### config.mk
export PLATFORM = sky130hd
export DESIGN_NAME = dec_nto2n_seq
export DESIGN_NICKNAME = d
export VERILOG_FILES = /design/src/rtl/dec_nto2n_seq.sv
export SDC_FILE = /design/constraint.sdc
export NUM_CORES = 1
export LEC_CHECK = 0
export ABC_AREA = 1
export ABC_CLOCK_PERIOD_IN_PS = 1700
export CAP_MARGIN = 15
export CELL_PAD_IN_SITES_DETAIL_PLACEMENT = 0
export CELL_PAD_IN_SITES_GLOBAL_PLACEMENT = 1
export CORE_ASPECT_RATIO = 0.8
export CORE_UTILIZATION = 33
export CTS_BUF_LIST = sky130_fd_sc_hd__clkbuf_4
export DETAILED_ROUTE_END_ITERATION = 10
export GPL_TIMING_DRIVEN = 0
export PLACE_DENSITY_LB_ADDON = 0.1
export SYNTH_ARGS = -nofsm -noshare
export SYNTH_HDL_FRONTEND = slang
export SYNTH_SLANG_ARGS = --single-unit
### constraint.sdc
create_clock -name clk -period 1.7 [get_ports clk]
set_input_delay 0.255 -clock clk [delete_from_list [all_inputs] [get_ports clk]]
set_output_delay 0.255 -clock clk [all_outputs]
set_load 0.02 [all_outputs]
### src/rtl/dec_nto2n_seq.sv
// dec_nto2n_seq: registered N-to-2^N one-hot decoder with a valid/ready input
// handshake and an auto-advancing walking-one scan mode.
//
// Ports:
//   clk        rising-edge clock
//   rst_n      synchronous active-low reset
//   en         block enable; 0 returns the block to IDLE with y idle
//   mode       0 = decode, 1 = scan
//   in_valid   select word valid
//   in_ready   block can accept a select word (combinational)
//   i          select index, N bits
//   y          registered one-hot output, 2**N bits
//   out_valid  one-cycle pulse when y was loaded from an accepted select word
//   scan_wrap  one-cycle pulse when the scan wraps from the MSB to bit 0
//
// Build option: define DEC_ACTIVE_LOW_EN for one-cold output polarity
// (idle value all ones, a single walking/decoded zero).
module dec_nto2n_seq #(
  parameter int unsigned N        = 4,
  parameter int unsigned SCAN_DIV = 1
) (
  input  logic              clk,
  input  logic              rst_n,
  input  logic              en,
  input  logic              mode,
  input  logic              in_valid,
  output logic              in_ready,
  input  logic [N-1:0]      i,
  output logic [(2**N)-1:0] y,
  output logic              out_valid,
  output logic              scan_wrap
);

  localparam int unsigned W     = 2 ** N;
  localparam int unsigned DIV_W = $clog2(SCAN_DIV) + 1;
  localparam logic [DIV_W-1:0] DIV_LOAD = DIV_W'(SCAN_DIV - 1);

`ifdef DEC_ACTIVE_LOW_EN
  localparam logic [W-1:0] Y_IDLE = '1;
  localparam logic         Y_ACT  = 1'b0;
`else
  localparam logic [W-1:0] Y_IDLE = '0;
  localparam logic         Y_ACT  = 1'b1;
`endif

  // Active bit at position 0 in the selected polarity.
  localparam logic [W-1:0] Y_FIRST = Y_IDLE ^ W'(1);

  typedef enum logic [1:0] {
    ST_IDLE   = 2'd0,
    ST_DECODE = 2'd1,
    ST_SCAN   = 2'd2
  } state_e;

  state_e           state_q, state_d;
  logic [W-1:0]     y_q, y_d;
  logic [DIV_W-1:0] div_q, div_d;
  logic             out_valid_q, out_valid_d;
  logic             scan_wrap_q, scan_wrap_d;

  // Ready drops in the same cycle as en, mode or reset change.
  assign in_ready = rst_n && en && !mode && (state_q == ST_DECODE);

  // Next-state and next-output logic.
  always_comb begin
    state_d     = state_q;
    y_d         = y_q;
    div_d       = div_q;
    out_valid_d = 1'b0;
    scan_wrap_d = 1'b0;

    if (!en) begin
      state_d = ST_IDLE;
      y_d     = Y_IDLE;
      div_d   = '0;
    end else begin
      case (state_q)
        ST_IDLE: begin
          y_d = Y_IDLE;
          if (mode) begin
            state_d = ST_SCAN;
            y_d     = Y_FIRST;
            div_d   = DIV_LOAD;
          end else begin
            state_d = ST_DECODE;
          end
        end

        ST_DECODE: begin
          if (mode) begin
            state_d = ST_SCAN;
            y_d     = Y_FIRST;
            div_d   = DIV_LOAD;
          end else if (in_valid && in_ready) begin
            y_d         = Y_IDLE ^ (W'(1) << i);
            out_valid_d = 1'b1;
          end
        end

        ST_SCAN: begin
          if (!mode) begin
            state_d = ST_DECODE;
            y_d     = Y_IDLE;
            div_d   = '0;
          end else if (div_q == '0) begin
            // Rotate left; the bit leaving the MSB re-enters at bit 0.
            y_d         = {y_q[W-2:0], y_q[W-1]};
            div_d       = DIV_LOAD;
            scan_wrap_d = (y_q[W-1] == Y_ACT);
          end else begin
            div_d = div_q - DIV_W'(1);
          end
        end

        default: begin
          state_d = ST_IDLE;
          y_d     = Y_IDLE;
          div_d   = '0;
        end
      endcase
    end
  end

  // State and output registers.
  always_ff @(posedge clk) begin
    if (!rst_n) begin
      state_q     <= ST_IDLE;
      y_q         <= Y_IDLE;
      div_q       <= '0;
      out_valid_q <= 1'b0;
      scan_wrap_q <= 1'b0;
    end else begin
      state_q     <= state_d;
      y_q         <= y_d;
      div_q       <= div_d;
      out_valid_q <= out_valid_d;
      scan_wrap_q <= scan_wrap_d;
    end
  end

  assign y         = y_q;
  assign out_valid = out_valid_q;
  assign scan_wrap = scan_wrap_q;

  // y is idle or carries exactly one active bit.
`ifdef DEC_ACTIVE_LOW_EN
  a_one_active: assert property (@(posedge clk) disable iff (!rst_n) $onehot0(~y_q));
`else
  a_one_active: assert property (@(posedge clk) disable iff (!rst_n) $onehot0(y_q));
`endif

endmodule

==> results of run 1 <==
[metal layers]
| layer | global-route usage [%] | up-vias | share of wire [%] |
|---|---|---|---|
| li1 | - | 545 | - |
| met1 | 24.5 | 459 | 51 |
| met2 | 30.9 | 23 | 43 |
| met3 | 4.69 | 4 | 4.9 |
| met4 | 6.82 | 0 | 1.3 |
| met5 | 0 | - | 0 |
[how the worst min path moves through the flow]
stage,start,endpoint,depth (start not counted),slack [ns]
after detailed placement,y[11]$_SDFFE_PP0P_,y[11]$_SDFFE_PP0P_,2,0.47
after floorplan,mode,state_q[0]$_SDFFE_PP0P_,1,0.33
after global routing,y[13]$_SDFFE_PP0P_,y[13]$_SDFFE_PP0P_,2,0.52
after global placement,y[15]$_SDFFE_PP0P_,scan_wrap$_SDFF_PP0_,2,0.47
after CTS,y[11]$_SDFFE_PP0P_,y[11]$_SDFFE_PP0P_,2,0.49
final,y[12]$_SDFFE_PP0P_,y[12]$_SDFFE_PP0P_,2,0.49
[metrics by stage]
step                      util (%)  cell area (um2)
after global routing          47.6             1350
after floorplan                  -             1000
after global placement        46.6             1320
after CTS                     47.6             1350
after detailed placement      46.6             1320
final                         47.6             1350
[area by class of cell]
class                           count  area share, %
Timing Repair Buffer               27           20.2
Buffer                              4           1.77
Clock inverter                      1          0.279
Sequential cell                    20           29.7
Multi-Input combinational cell    115           39.2
Tap cell                           38           3.53
Clock buffer                        3           1.67
Inverter                           13           3.62
[flip-flops by register name (all words and copies together) (netlist names)]
name	count
y	16
state_q	2
out_valid	1
scan_wrap	1
[worst register-to-register path, stage by stage, from the launching register on]
cell,delay (ns)
dfxtp_1,0.50
nand3_4,0.15
nor2_1,0.30
inv_1,0.12
o21ai_0,0.22
nand2_1,0.08
nand2_1,0.06
[where the power goes]
group          total [mW]  internal (mW)  switching (mW)
clock               0.244         0.0859           0.159
combinational      0.0897         0.0352          0.0544
sequential          0.476          0.472         0.00404
total               0.810          0.593           0.217
[cell families after synthesis]
logic type	share of synthesized area [%]
AO/OA/AOI/OAI	7.62
flip-flops	40.0
buffers and inverters	7.25
AND/OR/NAND/NOR	45.1
[timing repair]
action | in CTS | in global routing
endpoints found under the setup margin | 1 | 1
setup buffers | 0 | 0
gates resized for setup | 3 | 1
cloned | 0 | 0
pin swaps | 0 | 0
[cells in the final DEF, fill, tap and decap left out, types with 2 or more instances in the layout]
cell	instances
nand2_1	69
clkdlybuf4s50_1	26
dfxtp_1	20
nand3_1	17
inv_1	12
o21ai_0	9
nor2_1	7
nor3_1	5
a21oi_1	3
clkbuf_4	3
nor3_4	2
buf_4	2
==> flow_metrics.env, run 1 <==
export IMPL_multiInputGateArea_um2=528
export IMPL_htreeDepth=1
export IMPL_seq_area_um2=400
export IMPL_grt_pass1_vias=1012
export IMPL_avgSynthCellArea_um2=6.59
export IMPL_period_minus_slack_ns=1.61
export IMPL_fin_ws_ns=0.0885
export IMPL_place_ws_ns=-0.313
export IMPL_fin_crit_sh_pct=94.8
export IMPL_reg2reg_from="state_q[0]$_SDFFE_PP0P_"
export IMPL_ys_seq_area_share_pct=40.0
export IMPL_grt_ovfl_total=0
export IMPL_hold_viol=0
export IMPL_synth_main_ff_cell="dfxtp_1"
export IMPL_worst_slew_pin_slew_ns=0.493
export IMPL_wire_per_inst_um=11.8
export IMPL_first_iter_violations=42
export IMPL_grt_antenna_before_repair=0
export IMPL_num_vias=1031
export IMPL_finalSetupViolations=0
export IMPL_fmax_mhz=621
export IMPL_critPathMaxFanout=5
export IMPL_netlist_instances=152
export IMPL_syn_nets=161
export IMPL_rrSetupSlack_ns=0.21
export IMPL_critPathCaptureType="output pin"
export IMPL_netlist_area_leader_share_pct=40.0
export IMPL_critPathRequiredTime_ns=1.44
export IMPL_rsz0062_at_grt="false"
export IMPL_ctsRootBufferMaster="clkbuf_4"
export IMPL_dr_pass1_iters=4
export IMPL_crit_chain="nand3_4 > nor2_1 > clkdlybuf4s15_2"
export IMPL_synthTopCellsByCount="69 x nand2_1, 20 x dfxtp_1, 17 x nand3_1, 13 x inv_1, 9 x o21ai_0"
export IMPL_placed_cells=217
export IMPL_holdBufCountCts=0
export IMPL_worstPathArrival_ns=1.36
export IMPL_syn_to_final_growth_pct=34.5
export IMPL_fp_row_count=17
export IMPL_r2r_cells=6
export IMPL_postRouteAntennaNets=0
export IMPL_dieHeight_um=51.3
export IMPL_crit_path_start_kind="flip-flop"
export IMPL_hpwl_um=1910
export IMPL_yosys_warnings=0
export IMPL_mappedNetlistArea_um2=1000
export IMPL_report_final_slew_viol_count=0
export IMPL_grt_usage_pct=19.0
export IMPL_cts_sinks=20
export IMPL_synth_edf_count=0
export IMPL_start_util_pct=35.4
export IMPL_ys_async_sr_fraction_pct=0
export IMPL_grt_max_degree=12
export IMPL_clock_path_buffers=2
export IMPL_yosysTopAreaCell="dfxtp_1"
export IMPL_relSlewSlack_pct=67.1
export IMPL_numCtsBuffers=3
export IMPL_layout_cells_non_filler=221
export IMPL_crit_family="flip-flops"
export IMPL_max_stage_delay_ns=0.50
export IMPL_drc=0
export IMPL_synth_area_top_cells="dfxtp_1 40%, nand2_1 26%, nand3_1 8.5%"
export IMPL_vias_per_cell=4.67
export IMPL_cts_tree="done"
export IMPL_worst_path_buf_inv=1
export IMPL_fin_tns_setup_ns=0
export IMPL_p_leak_nw=0.583
export IMPL_grt_first_pass_wirelength_um=4650
export IMPL_ir_drop_v=0.000451
export IMPL_whs_ns=0.488
export IMPL_nets=193
export IMPL_endpoint="in_ready"
export IMPL_yosysMostFrequentCell="nand2_1"
export IMPL_criticalPathCategory="reg2out"
export IMPL_critPathLaunch="state_q[0]$_SDFFE_PP0P_"
export IMPL_maxCapViolCount=0
export IMPL_core_area_um2=2830
export IMPL_ys_types=15
export IMPL_critPathSlowestCell="dfxtp_1"
export IMPL_ios=28
export IMPL_fin_skew_ns=0.0227
export IMPL_die_w_um=63.6
export IMPL_clock_latency_ns=0.32
export IMPL_power_density_nw_per_um2=602
export IMPL_io_buffer_count=27
export IMPL_die_area_um2=3260
export IMPL_gp_congestion=0.907
export IMPL_path_depth=3
export IMPL_status="complete, no violations"
export IMPL_p_total_mw=0.810
export IMPL_hp_class="reg2reg"
export IMPL_drive_above_1_share_pct=7.10
export IMPL_n_antenna_cell=0
export IMPL_r2r_end="y[2]$_SDFFE_PP0P_"
export IMPL_synth_seq_cells=20
export IMPL_nFillCells=307
export IMPL_clkTransAtPathRegs_ns=0.13
export IMPL_wl_um=2600
Note: power is estimated with default switching activity, not from simulation.
==> run 2, diff against run 1 <==
--- a/config.mk
+++ b/config.mk
@@ -10,7 +10,6 @@
 export CAP_MARGIN = 15
 export CELL_PAD_IN_SITES_DETAIL_PLACEMENT = 0
 export CELL_PAD_IN_SITES_GLOBAL_PLACEMENT = 1
-export CORE_ASPECT_RATIO = 0.8
 export CORE_UTILIZATION = 33
 export CTS_BUF_LIST = sky130_fd_sc_hd__clkbuf_4
 export DETAILED_ROUTE_END_ITERATION = 10
@@ -19,3 +18,4 @@
 export SYNTH_ARGS = -nofsm -noshare
 export SYNTH_HDL_FRONTEND = slang
 export SYNTH_SLANG_ARGS = --single-unit
+export TNS_END_PERCENT = 1
==> flow_metrics.env, run 2 (synthesis results as in run 1) <==
export IMPL_grt_pass1_vias=938
export IMPL_place_ws_ns=-0.305
export IMPL_fin_skew_ns=0.00700
export IMPL_cts_setup_buffers=0
export IMPL_grt_first_pass_wirelength_um=4240
export IMPL_period_minus_slack_ns=1.59
export IMPL_first_iter_violations=40
export IMPL_max_stage_delay_ns=0.63
export IMPL_fin_ws_ns=0.110
export IMPL_start_util_pct=35.7
export IMPL_wl_um=2550
export IMPL_die_w_um=57.1
export IMPL_final_common_cell="nand2_1"
export IMPL_cts_tree="done"
export IMPL_clkTransAtPathRegs_ns=0.12
export IMPL_worstPathArrival_ns=1.34
export IMPL_layout_common_cells="69 x nand2_1, 26 x clkdlybuf4s50_1, 19 x dfxtp_1, 17 x nand3_1, 12 x inv_1"
export IMPL_dr_pass1_iters=7
export IMPL_io_buffer_count=27
export IMPL_p_total_mw=0.812
export IMPL_nets=193
export IMPL_largest_reg_flops=16
export IMPL_gp_congestion=0.784
export IMPL_status="finished, violations left"
export IMPL_grt_antenna_before_repair=0
export IMPL_numCtsBuffers=3
export IMPL_n_antenna_cell=0
export IMPL_core_area_um2=2810
export IMPL_wire_per_inst_um=11.9
export IMPL_dieHeight_um=57.1
export IMPL_maxCapViolCount=0
export IMPL_power_density_nw_per_um2=609
export IMPL_ios=28
export IMPL_cts_sinks=20
export IMPL_relSlewSlack_pct=68.7
export IMPL_ctsRootBufferMaster="clkbuf_4"
export IMPL_critPathMaxFanout=3
export IMPL_critPathCaptureType="output pin"
export IMPL_num_vias=1010
export IMPL_fp_row_count=19
export IMPL_ir_drop_v=0.000435
export IMPL_clock_latency_ns=0.32
export IMPL_finalSetupViolations=0
export IMPL_violations="DRC"
export IMPL_stdcell_area_um2=1330
export IMPL_critPathSlowestCell="clkdlybuf4s50_1"
export IMPL_crit_family="buffers and inverters"
export IMPL_grt_usage_pct=17.1
export IMPL_drive_above_1_share_pct=7.65
export IMPL_grt_max_degree=12
export IMPL_htreeDepth=1
export IMPL_crit_chain="clkdlybuf4s50_1"
export IMPL_hold_viol=0
export IMPL_fmax_mhz=629
export IMPL_worst_slew_pin_slew_ns=0.470
export IMPL_die_area_um2=3260
export IMPL_placed_area_um2=1310
export IMPL_hp_class="reg2reg"
export IMPL_rsz0062_at_grt="false"
export IMPL_crit_path_start_kind="flip-flop"
export IMPL_postRouteAntennaNets=0
export IMPL_grt_ovfl_total=0
export IMPL_report_final_slew_viol_count=0
export IMPL_fin_crit_sh_pct=93.5
export IMPL_nFillCells=314
export IMPL_whs_ns=0.483
export IMPL_criticalPathCategory="reg2out"
export IMPL_hpwl_um=1900
export IMPL_critPathRequiredTime_ns=1.44
export IMPL_drc=6
export IMPL_p_leak_nw=0.584
export IMPL_clock_path_buffers=2
export IMPL_syn_to_final_growth_pct=33.1
export IMPL_worst_path_buf_inv=1
export IMPL_vias_per_cell=4.72
[run 2: tightest hold or removal path, cell delays in order, from the launching register on]
cell	delay [ns]
dfxtp_1	0.36
nand2_1	0.07
nor2_1	0.03
[run 2: final timing paths]
kind                                              start                    to  slack (ns)  cells after the start
worst min register to register       y[15]$_SDFFE_PP0P_  scan_wrap$_SDFF_PP0_        0.48                      2
worst max register to register  state_q[1]$_SDFFE_PP0P_    y[10]$_SDFFE_PP0P_        0.26                      7
worst max-delay path                  y[0]$_SDFFE_PP0P_                  y[0]        0.11                      1
worst min-delay path                 y[15]$_SDFFE_PP0P_  scan_wrap$_SDFF_PP0_        0.48                      2
[run 2: layout make-up]
class	count	area [um2]	share of cell area (%)
multi-input cells	115	528	39.6
clock buffers	3	22.5	1.69
clock inverters	1	3.75	0.282
repair buffers	27	265	19.9
plain buffers	4	23.8	1.78
flip-flops and latches	20	402	30.1
well taps	31	38.8	2.91
inverters	13	48.8	3.66
[run 2: layer usage]
metal	share of wire, %	global-route usage [%]
met5	0	0
met4	1.6	6.27
met3	3.7	4.31
met2	44	26.1
met1	50	23.4
[run 2: repair_timing]
item	in CTS	in global routing
gates resized for setup	3	2
gates cloned	0	0
hold buffers	0	0
setup endpoints to repair	1	1
[run 2: stage by stage]
step | setup TNS, ns | util [%] | instances
3_3_place_gp | -2.32 | 46.7 | 210
3_5_place_dp | -2.53 | 46.7 | 210
6_report | 0 | 47.5 | 214
2_1_floorplan | 0 | - | 152
5_1_grt | 0 | 47.5 | 214
4_1_cts | 0 | 47.6 | 214
[run 2: where the power goes]
part / switching [mW] / total, mW / leakage (nW) / internal [mW]
logic: 0.0542 / 0.0893 / 0.407 / 0.0351
registers: 0.00397 / 0.476 / 0.162 / 0.472
clock network: 0.160 / 0.246 / 0.0154 / 0.0860
==> run 3, diff against run 2 <==
--- a/config.mk
+++ b/config.mk
@@ -10,7 +10,7 @@
 export CAP_MARGIN = 15
 export CELL_PAD_IN_SITES_DETAIL_PLACEMENT = 0
 export CELL_PAD_IN_SITES_GLOBAL_PLACEMENT = 1
-export CORE_UTILIZATION = 33
+export CORE_UTILIZATION = 30
 export CTS_BUF_LIST = sky130_fd_sc_hd__clkbuf_4
 export DETAILED_ROUTE_END_ITERATION = 10
 export GPL_TIMING_DRIVEN = 0
==> flow_metrics.env, run 3 (synthesis results as in run 1) <==
export IMPL_dr_pass1_iters=4
export IMPL_status="complete, no violations"
export IMPL_criticalPathCategory="in2out"
export IMPL_start_util_pct=32.3
export IMPL_p_leak_nw=0.582
export IMPL_cts_setup_buffers=0
export IMPL_whs_ns=0.488
export IMPL_largest_reg_flops=16
export IMPL_hp_class="reg2reg"
export IMPL_maxCapViolCount=0
export IMPL_critPathCaptureType="output pin"
export IMPL_grt_max_degree=11
export IMPL_critPathRequiredTime_ns=1.44
export IMPL_n_antenna_cell=0
export IMPL_io_buffer_count=27
export IMPL_grt_pass1_vias=954
export IMPL_numCtsBuffers=3
export IMPL_period_minus_slack_ns=1.62
export IMPL_report_final_slew_viol_count=0
export IMPL_postRouteAntennaNets=0
export IMPL_drc=0
export IMPL_vias_per_cell=4.48
export IMPL_wl_um=2610
export IMPL_syn_to_final_growth_pct=34.9
export IMPL_worstPathArrival_ns=1.37
export IMPL_grt_ovfl_total=0
export IMPL_relSlewSlack_pct=66.7
export IMPL_ctsRootBufferMaster="clkbuf_4"
export IMPL_layout_common_cells="69 x nand2_1, 26 x clkdlybuf4s50_1, 19 x dfxtp_1, 17 x nand3_1, 11 x inv_1"
export IMPL_gp_congestion=0.817
export IMPL_num_vias=1013
export IMPL_holdBufCountCts=0
export IMPL_htreeDepth=1
export IMPL_fin_tns_setup_ns=0
export IMPL_comb_power_share_pct=11.4
export IMPL_first_iter_violations=49
export IMPL_clock_path_buffers=2
export IMPL_p_sw_mw=0.203
export IMPL_grt_usage_pct=16.3
export IMPL_critPathMaxFanout=5
export IMPL_core_area_um2=3100
export IMPL_worst_slew_pin_slew_ns=0.499
export IMPL_cts_sinks=20
export IMPL_fin_skew_ns=0.00638
export IMPL_hold_viol=0
export IMPL_clock_latency_ns=0.30
export IMPL_power_density_nw_per_um2=588
export IMPL_fmax_mhz=616
export IMPL_hpwl_um=1970
export IMPL_finalSetupViolations=0
export IMPL_power_frac_seq_pct=60.0
export IMPL_fin_crit_sh_pct=95.5
export IMPL_drive_above_1_share_pct=7.69
export IMPL_grt_first_pass_wirelength_um=4250
export IMPL_clkTransAtPathRegs_ns=0.11
export IMPL_dieHeight_um=59.8
export IMPL_nets=193
export IMPL_grt_antenna_before_repair=0
export IMPL_final_common_cell="nand2_1"
export IMPL_swShare_pct=25.6
export IMPL_die_area_um2=3570
export IMPL_ir_drop_v=0.000208
export IMPL_cts_tree="done"
export IMPL_ios=28
export IMPL_fp_row_count=20
export IMPL_pwr_share_clk_pct=28.6
export IMPL_p_total_mw=0.793
export IMPL_wire_per_inst_um=11.6
export IMPL_crit_path_start_kind="input pin"
export IMPL_p_int_mw=0.590
export IMPL_die_w_um=59.8
export IMPL_nFillCells=365
export IMPL_rsz0062_at_grt="false"
[run 3: cell count changes in the layout (fill, tap and decap cells not counted), sizes merged]
cell           change
clkbuf             -1
clkdlybuf4s15      +1
clkinv             -1
[run 3: worst max-delay path, stage by stage]
cell	delay, ns
clkdlybuf4s50_1	0.44
inv_2	0.14
nand3_4	0.13
nor2_1	0.11
clkdlybuf4s15_1	0.31
[run 3: power groups by stage]
stage                     Clock (mW)  Combinational [mW]  Sequential, mW
after CTS                      0.234              0.0905           0.476
after detailed placement           0              0.0900           0.487
after global placement             0              0.0885           0.486
after global routing           0.263              0.0999           0.477
after floorplan                    0              0.0471           0.488
final                          0.227              0.0903           0.476
[run 3: metal layers]
metal / vias up / wire length (um) / global-route usage [%]
met3: 2 / 127 / 2.81
met4: 0 / 19 / 6.98
met1: 446 / 1280 / 21.5
met5: - / 0 / 0
met2: 26 / 1190 / 26.0
li1: 539 / - / -
[run 3: path summary, 6_finish.rpt]
check / from / to / slack [ns] / depth (start not counted)
hold reg to reg: y[15]$_SDFFE_PP0P_ / scan_wrap$_SDFF_PP0_ / 0.49 / 2
setup reg to reg: state_q[1]$_SDFFE_PP0P_ / y[10]$_SDFFE_PP0P_ / 0.32 / 7
hold / removal: y[15]$_SDFFE_PP0P_ / scan_wrap$_SDFF_PP0_ / 0.49 / 2
setup / recovery: mode / in_ready / 0.08 / 5
[run 3: timing repair]
action | CTS | global route
resized for setup | 2 | 3
pin swaps | 0 | 0
endpoints found under the setup margin | 1 | 1
[run 3: per-stage QoR]
stage               worst slack, ns  utilization [%]  instances  instance area, um2
global placement             -0.280             42.7        223                1330
global route                0.00686             43.5        226                1350
detailed placement           -0.316             42.7        223                1330
floorplan                     0.484                -        152                1000
CTS                          0.0278             43.4        226                1350
finish                       0.0759             43.5        226                1350
[run 3: cell type report]
class | instances | area [um2] | area share [%]
Timing Repair Buffer | 27 | 270 | 20.0
Sequential cell | 20 | 402 | 29.7
Buffer | 4 | 23.8 | 1.76
Tap cell | 44 | 55.1 | 4.08
Inverter | 13 | 48.8 | 3.61
Multi-Input combinational cell | 115 | 528 | 39.1
Clock buffer | 3 | 22.5 | 1.67
